**config.mk**
```make
export PLATFORM = sky130hd
export DESIGN_NAME = hazard_controller
export DESIGN_NICKNAME = d
export VERILOG_FILES = /design/src/rtl/hazard_controller.sv
export SDC_FILE = /design/constraint.sdc
export NUM_CORES = 1
export LEC_CHECK = 0
export ABC_AREA = 1
export CELL_PAD_IN_SITES_DETAIL_PLACEMENT = 0
export CELL_PAD_IN_SITES_GLOBAL_PLACEMENT = 1
export CORE_MARGIN = 1
export CORE_UTILIZATION = 23
export DETAILED_ROUTE_END_ITERATION = 10
export PLACE_DENSITY = 0.7
export SETUP_SLACK_MARGIN = 0.1
export SYNTH_ARGS = -nofsm -noshare
export SYNTH_HDL_FRONTEND = slang
export SYNTH_SLANG_ARGS = --single-unit
```
**constraint.sdc**
```tcl
create_clock -name clk -period 1.2 [get_ports clk]
set_input_delay 0.12 -clock clk [delete_from_list [all_inputs] [get_ports clk]]
set_output_delay 0.12 -clock clk [all_outputs]
set_load 0.03 [all_outputs]
```
**src/rtl/hazard_controller.sv**
```systemverilog
// Pipeline hazard controller: load-use stall, multi-cycle mul/div hold and taken-branch flush.
// Optional stall_cnt output and its counter are built when HAZARD_STALL_COUNT_EN is defined.
module hazard_controller #(
   parameter int REG_BITS   = 5,
   parameter int MULDIV_LAT = 4
) (
   input  logic                clk,
   input  logic                rst_n,
   input  logic [REG_BITS-1:0] IF_ID_RS,
   input  logic [REG_BITS-1:0] IF_ID_RT,
   input  logic                IF_ID_USE_RT,
   input  logic                ID_EX_MEMREAD,
   input  logic [REG_BITS-1:0] ID_EX_RT,
   input  logic                ID_EX_MULDIV,
   input  logic                EX_BRANCH_TAKEN,
   output logic                PC_write,
   output logic                IF_ID_write,
   output logic                ID_EX_bubble,
   output logic                IF_ID_flush,
   output logic                EX_hold,
   output logic                busy,
   output logic [1:0]          state
`ifdef HAZARD_STALL_COUNT_EN
   ,
   output logic [15:0]         stall_cnt
`endif
);

   typedef enum logic [1:0] {
      RUN    = 2'b00,
      LOAD   = 2'b01,
      MULDIV = 2'b10,
      FLUSH  = 2'b11
   } state_e;

   localparam logic [3:0] CNT_INIT = 4'(MULDIV_LAT - 2);

   if (MULDIV_LAT < 2 || MULDIV_LAT > 15) begin : gLatCheck
      $error("hazard_controller: MULDIV_LAT must be within 2..15");
   end

   state_e     state_q, state_d;
   logic [3:0] cnt_q, cnt_d;
   logic       loadUseHit;

   assign loadUseHit = ID_EX_MEMREAD && (ID_EX_RT != '0) &&
                       ((ID_EX_RT == IF_ID_RS) || (IF_ID_USE_RT && (ID_EX_RT == IF_ID_RT)));

   // Next-state and control outputs; reset masks everything back to the idle defaults.
   always_comb begin
      state_d      = state_q;
      cnt_d        = cnt_q;
      PC_write     = 1'b1;
      IF_ID_write  = 1'b1;
      ID_EX_bubble = 1'b0;
      IF_ID_flush  = 1'b0;
      EX_hold      = 1'b0;
      busy         = 1'b0;
      state        = state_q;

      case (state_q)
         RUN: begin
            if (EX_BRANCH_TAKEN) begin
               IF_ID_flush  = 1'b1;
               ID_EX_bubble = 1'b1;
               state_d      = FLUSH;
            end else if (ID_EX_MULDIV) begin
               EX_hold     = 1'b1;
               PC_write    = 1'b0;
               IF_ID_write = 1'b0;
               busy        = 1'b1;
               cnt_d       = CNT_INIT;
               state_d     = MULDIV;
            end else if (loadUseHit) begin
               PC_write     = 1'b0;
               IF_ID_write  = 1'b0;
               ID_EX_bubble = 1'b1;
               state_d      = LOAD;
            end
         end
         LOAD, FLUSH: begin
            if (EX_BRANCH_TAKEN) begin
               IF_ID_flush  = 1'b1;
               ID_EX_bubble = 1'b1;
               state_d      = FLUSH;
            end else begin
               state_d = RUN;
            end
         end
         MULDIV: begin
            // busy covers only the hold cycles; the counter==0 cycle is the release.
            if (cnt_q != 4'd0) begin
               EX_hold     = 1'b1;
               PC_write    = 1'b0;
               IF_ID_write = 1'b0;
               busy        = 1'b1;
               cnt_d       = cnt_q - 4'd1;
            end else begin
               state_d = RUN;
            end
         end
         default: begin
            state_d = RUN;
         end
      endcase

      if (!rst_n) begin
         state_d      = RUN;
         cnt_d        = 4'd0;
         PC_write     = 1'b1;
         IF_ID_write  = 1'b1;
         ID_EX_bubble = 1'b0;
         IF_ID_flush  = 1'b0;
         EX_hold      = 1'b0;
         busy         = 1'b0;
         state        = RUN;
      end
   end

   // State and hold counter registers.
   always_ff @(posedge clk) begin
      if (!rst_n) begin
         state_q <= RUN;
         cnt_q   <= 4'd0;
      end else begin
         state_q <= state_d;
         cnt_q   <= cnt_d;
      end
   end

`ifdef HAZARD_STALL_COUNT_EN
   logic [15:0] stallCnt_q, stallCnt_d;

   // Counts front-end stall cycles, sticking at all-ones instead of wrapping.
   always_comb begin
      stallCnt_d = stallCnt_q;
      if (!PC_write && (stallCnt_q != 16'hFFFF)) begin
         stallCnt_d = stallCnt_q + 16'd1;
      end
   end

   always_ff @(posedge clk) begin
      if (!rst_n) begin
         stallCnt_q <= 16'd0;
      end else begin
         stallCnt_q <= stallCnt_d;
      end
   end

   assign stall_cnt = stallCnt_q;
`endif

   // Sanity properties on control combinations that must never occur together.
   aBusyStalls : assert property (@(posedge clk) disable iff (!rst_n) busy |-> (!PC_write && !IF_ID_write));
   aHoldNoFlush : assert property (@(posedge clk) disable iff (!rst_n) EX_hold |-> !IF_ID_flush);
   aFlushNoMul : assert property (@(posedge clk) disable iff (!rst_n)
                                  (state_q == FLUSH) |=> (state_q != MULDIV));

endmodule
```
# After elaboration in Yosys (flattened, before gate mapping)
# Index checks and enable logic that the tools add are counted.
word_totals:
  ff_bits: 6
  out_inout_bits: 8
op_classes:
  add_sub_neg: 1
  n_eq_ne: 10
  mux: 30
  reduce_logical: 12
ops:
  columns: ["operator", "n"]
  rows:
  - ["$mux 1", 16]
  - ["$mux 2", 6]
  - ["$mux 4", 3]
  - ["$eq 5x5->1", 2]
  - ["$ne 2x2->1 const B", 4]
  - ["$pmux 4 s2", 1]
  - ["$pmux 1 s2", 3]
  - ["$pmux 2 s3", 1]
  - ["$reduce_bool 5->1", 1]
  - ["$eq 2x2->1 const B", 2]
  - ["$ne 4x4->1 const B", 1]
  - ["$reduce_and 4->1", 1]
  - ["$reduce_bool 4->1", 1]
  - ["$sub 4x1->4 const B", 1]
  - ["$logic_and 1x1->1", 3]
  - ["$reduce_or 3->1", 1]
  - ["$eq 2x1->1 const B", 1]
  - ["$logic_not 2->1", 1]
  - ["$reduce_and 2->1", 1]
  - ["$reduce_bool 2->1", 1]
  - ["$reduce_or 2->1", 1]
  - ["$logic_or 1x1->1", 1]

# Logic depth before layout (Yosys ltp)
# Gate-level depths: netlist of the first run.
logic_depth:
  word_depth: 9
  ltp_mapped: 10

# Worst setup path after synthesis of the first run
# OpenSTA, ideal clock, no wires.
synth_path:
  kind: "register -> output"
  start: "reg cnt_q[1]"
  end: "out busy"
  arrival_ps: 1590
  path_slack_ps: -510
  path_stages_with_launch: 9
  path_cell_list: "dfxtp_1 -> inv_1 -> ha_1 -> nand3_1 -> nand2_4 -> nand2_4 -> inv_2 -> nor2_1 -> buf_4"
synth_via:
  elab_chain_cells: 4
synth_rtl:
  columns: ["item", "line", "source"]
  rows:
  - ["start, declared", "43", "logic [3:0] cnt_q, cnt_d;"]
  - ["start signal, assigned", "127", "cnt_q <= cnt_d;"]
  - ["$reduce_bool 4->1", "92", "if (cnt_q != 4'd0) begin"]
  - ["$mux 1", null, null]
  - ["$pmux 1 s2", null, null]
  - ["$mux 1", null, null]
  - ["end, declared", "21", "output logic busy,"]
# Every way passes these cells.

# Worst setup path in the final report of the first run
layout_path:
  start: "reg cnt_q[0]"
  end: "out PC_write"
layout_via:
  elab_chain_cells: 4
layout_rtl:
  columns: ["item", "line", "source"]
  rows:
  - ["$reduce_bool 4->1", "92", null]
  - ["$mux 1", "92", null]
  - ["$pmux 1 s2", "61", "case (state_q)"]
  - ["$mux 1", "107", "if (!rst_n) begin"]
  - ["end, declared", "16", "output logic PC_write,"]
# Every way passes these cells.

==> results of run 1 <==
[synth_stat cells (all sizes together)]
cell type,count,area (um^2)
nand2,42,173
inv,27,101
nor2,12,60.1
dfxtp,6,120
nand3,5,37.5
nor3,5,40.0
o21ai,4,23.8
a21oi,3,15.0
a31oi,2,12.5
buf,2,15.0
ha,2,25.0
a211oi,1,7.51
nand4,1,6.26
xnor2,1,8.76
[registers in the layout, indices dropped and copies added, names as in the netlist]
name     cells
cnt_q        4
state_q      2
[power groups by stage]
stage / clock (mW) / sequential, mW / combinational (mW)
after floorplan: 0 / 0.258 / 0.344
after global placement: 0 / 0.255 / 0.572
after detailed placement: 0 / 0.257 / 0.578
after CTS: 0.206 / 0.254 / 0.664
after global routing: 0.221 / 0.263 / 0.903
final: 0.206 / 0.260 / 0.838
[worst paths after layout]
check                             endpoint  slack (ps)
worst max-delay path              PC_write        -310
worst min-delay path            state_q[1]         340
worst max register to register    cnt_q[1]        -110
worst min register to register    cnt_q[3]         520
[area by class of cell]
| cell class | count | area share (%) |
|---|---|---|
| multi-input combinational | 78 | 40.1 |
| tap | 30 | 2.62 |
| timing repair buffer | 59 | 39.2 |
| sequential | 6 | 9.09 |
| clock buffer | 3 | 1.57 |
| inverter | 27 | 7.43 |
[worst register-to-register path: stages, from the launching register on]
cell and delay [ps]:
dfxtp_4 360, nor2_4 140, buf_6 120, nand3_4 70
nand2_4 90, buf_6 140, buf_6 110, o21ai_2 40
a31oi_1 150
[timing repair]
action | CTS | global route
pin swaps | 15 | 19
buffers inserted | 6 | 10
setup endpoints to repair | 12 | 14
resized for setup | 32 | 36
hold buffers | 0 | 0
[metrics by stage]
stage | power (mW) | hold WS [ps] | worst slack [ps]
5_1_grt | 1.39 | 353 | -362
6_report | 1.30 | 335 | -312
3_5_place_dp | 0.835 | 505 | -377
3_3_place_gp | 0.827 | 482 | -379
4_1_cts | 1.12 | 305 | -321
2_1_floorplan | 0.602 | 224 | -127
[cell families after synthesis]
| family | count (synthesis) | share of synthesized area (%) |
|---|---|---|
| AND/OR/NAND/NOR | 65 | 49.0 |
| buffers and inverters | 29 | 18.0 |
| AO/OA/AOI/OAI | 10 | 9.11 |
| XOR/XNOR | 1 | 1.36 |
| flip-flops | 6 | 18.6 |
| adder cells (fa/ha/maj) | 2 | 3.88 |
[layer usage]
layer	global-route usage (%)	part of all wire, %	wire (um)
met5	0	0	0
met1	14.1	39	843
met4	7.08	4.0	85
met2	26.1	52	1120
met3	2.19	4.4	95
==> metrics.cfg, run 1 <==
[clock_network]
clock_sinks=6
cts_made_buffers=3
root_buffer=clkbuf_4
tritoncts=built
htree_levels=1
clock_latency_ps=260
cts.reportedPaths.clkPinSlew_ps=50
clock_path_buffers=2

[route]
drc=0
wl_per_cell_um=10.6
drt_iter0_drc=10
avgViaCountPerCell=4.33
first_pass_iters=4
vias=878
wl_mm=2.15
ant_nets=0

[timing]
period_needed_ps=1510
grt_setup_unrepaired=true
max_freq_mhz=661
worst_pin_slew_ps=241
post-route-period-util_pct=126
setup_ws_ps=-312
slew_headroom_pct=83.9
skew_ps=1.31
setup_viol=10
setup_tns_ps=-1700
hold_viol_final=0
drv_slew=0

[setup_path]
max_stage_delay_ps=330
end_kind=output port
cp_top_family=flip-flops
critPathBufInv=2
cp.depth=7
crit_chain=inv_2, ha_4, nand3_4, nand2_2, a211oi_2, nand2_2, buf_6
r2r_cells=8
path_common_cell=nand2_2
cp-startpoint=cnt_q[0]
critPathSlowestCell=dfxtp_2
start_kind=flop
critPathMaxFanout=2
crit_type=reg -> out
r2r-start=state_q[1]
crit_arrival_ps=1390
crit_required_ps=1080

[pwr]
power.density_nw_per_um2=911
power_frac_seq_pct=19.9
internal-power_mw=0.772
combPwrFrac_pct=64.3
sw_frac_of_total_pct=40.7
p_sw_mw=0.531
ir_drop_mv=0.724
p_leak_nw=0.768
pwr-share-clk_pct=15.8

[synth]
synth_nets=136
synth-seq-cells=6
avgSynthCellArea_um2=5.71
synthesis.area_um2=646
seq_area_frac_synth_pct=18.6
synth_cells=113
synth.distinct_cells=22
yosysWarnings=0

[place]
dp_cells=185
io_buffers=28
place_area_um2=1110
gp_congestion=0.753
dpl.hpwl_mm=1.47

[die]
die_area_um2=3020
pin_count=29
rows=18
core_um2=2570
fp.dieH_um=55.0
fp.dieW_um=55.0
initial_utilization_pct=25.1

[global_route]
grt_max_degree=6
grt_usage_pct=13.7
grt_pass1_vias=758
antenna_found_initial=0
grt_overflow=0
grt_pass1_wl_mm=2.95

[finish]
multi_input_area_um2=574
areaGrowthSynthToFinish_pct=122
utilization_pct=55.8
final_cell_mix=30 x nand2_1, 22 x buf_4, 17 x buf_6, 15 x inv_1, 10 x inv_2
drive_above_1_share_pct=53.2
fin_area_um2=1430
final_nets=198
seq_area_um2=130
final_common_cell=nand2_1
fin_cells=203
diodes=0
fillers=223

[min_path]
min-delay-start=rst_n
hold_path_class=in -> reg
hold_depth=3

[flow_run]
cap_violations=0

[run_status]
status=complete, but fails checks
violations=setup timing

No activity file was read; power rests on OpenSTA's default activity.
==> run 2, diff against run 1 <==
- GPL_TIMING_DRIVEN: not set -> 0
==> run 2 against run 1 <==
  * The run still ends with setup timing left
  * Setup slack worse by 69 ps
  * Maximum frequency shrank 4.4%
  * Routed wire length decreased by 9.1%
  * Critical path depth rose by 1
  * Final cell count shrank 8.9%
  * Sequential share of layout area up 1.5 points
  * Via count fell by 6.5%
  * Die area unchanged
  * Register-to-register slack better by 30 ps
  * Non-clock buffer count decreased by 18
  * Cell area is 13% lower
==> metrics.cfg, run 2 (synthesis results as in run 1) <==
[global_route]
grt_max_degree=7
grt_overflow=0
grt_pass1_vias=779
grt_pass1_wl_mm=2.88
grt_usage_pct=13.7
antenna_found_initial=0

[timing]
period_needed_ps=1580
setup_viol=9
worst_pin_slew_ps=414
post-route-period-util_pct=132
slew_headroom_pct=72.2
drv_slew=0
max_freq_mhz=632
grt_setup_unrepaired=true
setup_tns_ps=-1690
skew_ps=0.375
setup_ws_ps=-382
hold_viol_final=0

[clock_network]
cts_hold_buf=0
cts_made_buffers=3
cts.reportedPaths.clkPinSlew_ps=50
clock_path_buffers=2
root_buffer=clkbuf_4
tritoncts=built
clock_sinks=6
htree_levels=1
clock_latency_ps=250

[setup_path]
crit_arrival_ps=1460
cp-startpoint=cnt_q[0]
r2r-start=cnt_q[0]
end_kind=output port
start_kind=flop
crit_required_ps=1080
critPathMaxFanout=2
crit_type=reg -> out

[finish]
utilization_pct=48.3
drive_above_1_share_pct=42.6
fin_area_um2=1240
areaGrowthSynthToFinish_pct=92.2
reg.largest.list=cnt_q (4), state_q (2)
final_cell_mix=34 x nand2_1, 18 x inv_1, 13 x buf_6, 9 x dlymetal6s2s_1, 7 x dlygate4sd2_1
final_common_cell=nand2_1
final_nets=180
largest_reg_flops=4
fillers=270
diodes=0
regMostFlops=cnt_q

[place]
place_area_um2=1030
io_buffers=28
place_ws_ps=-951
dpl.hpwl_mm=1.34
gp_congestion=0.751

[route]
avgViaCountPerCell=4.44
drc=0
first_pass_iters=4
wl_per_cell_um=10.5
drt_iter0_drc=8
ant_nets=0
vias=821
wl_mm=1.95

[die]
rows=18
die_area_um2=3020
core_um2=2570
fp.dieH_um=55.0
pin_count=29
fp.dieW_um=55.0
initial_utilization_pct=25.1

[run_status]
violations=setup timing
status=complete, but fails checks

[pwr]
p_leak_nw=0.693
power.density_nw_per_um2=919
ir_drop_mv=0.696

[min_path]
min-delay-start=rst_n
hold_path_class=in -> reg

[flow_run]
cap_violations=0

run 2: area by class of cell:
type | count | area, um^2 | share of cell area [%]
multi-input cells | 78 | 526 | 42.3
repair buffers | 39 | 393 | 31.7
flip-flops and latches | 6 | 131 | 10.6
inverters | 27 | 109 | 8.77
well taps | 30 | 37.5 | 3.02
clock buffers | 3 | 22.5 | 1.81
plain buffers | 2 | 22.5 | 1.81
run 2: worst max-delay path, stage by stage (launching register included):
cell,delay [ps]
dfxtp_2,350
inv_4,40
ha_4,160
nand3_4,70
nand2_2,60
a211oi_2,210
nand2_2,90
buf_6,110
buf_6,120
run 2: power breakdown:
part           switching, mW  total, mW  internal (mW)
Clock                 0.0886      0.203          0.114
Combinational          0.350      0.668          0.319
Sequential            0.0368      0.269          0.233
Total                  0.475       1.14          0.666
run 2: worst paths after layout:
path	endpoint	slack, ps	cells past startpoint
setup / recovery	PC_write	-380	8
setup reg to reg	cnt_q[0]	-80	10
hold / removal	cnt_q[1]	340	3
hold reg to reg	cnt_q[3]	520	2
run 2: stage by stage:
stage          std cells  hold slack, ps  power [mW]
3_5_place_dp         171             501       0.773
4_1_cts              181             315        1.07
6_report             185             344        1.14
2_1_floorplan        113             224       0.602
3_3_place_gp         171             483       0.765
5_1_grt              185             346        1.21
run 2: routing by layer:
metal / vias to the layer above / global-route usage [%] / part of all wire [%]
met5: - / 0 / 0
met4: 0 / 12.5 / 2.8
met3: 4 / 1.91 / 4.9
met2: 25 / 25.3 / 52
met1: 369 / 12.9 / 40
li1: 423 / - / -
run 2: timing repair:
item	4_1_cts	5_1_grt
setup buffers	7	4
resized for setup	76	23
pin swaps	9	16
endpoints found under the setup margin	12	11
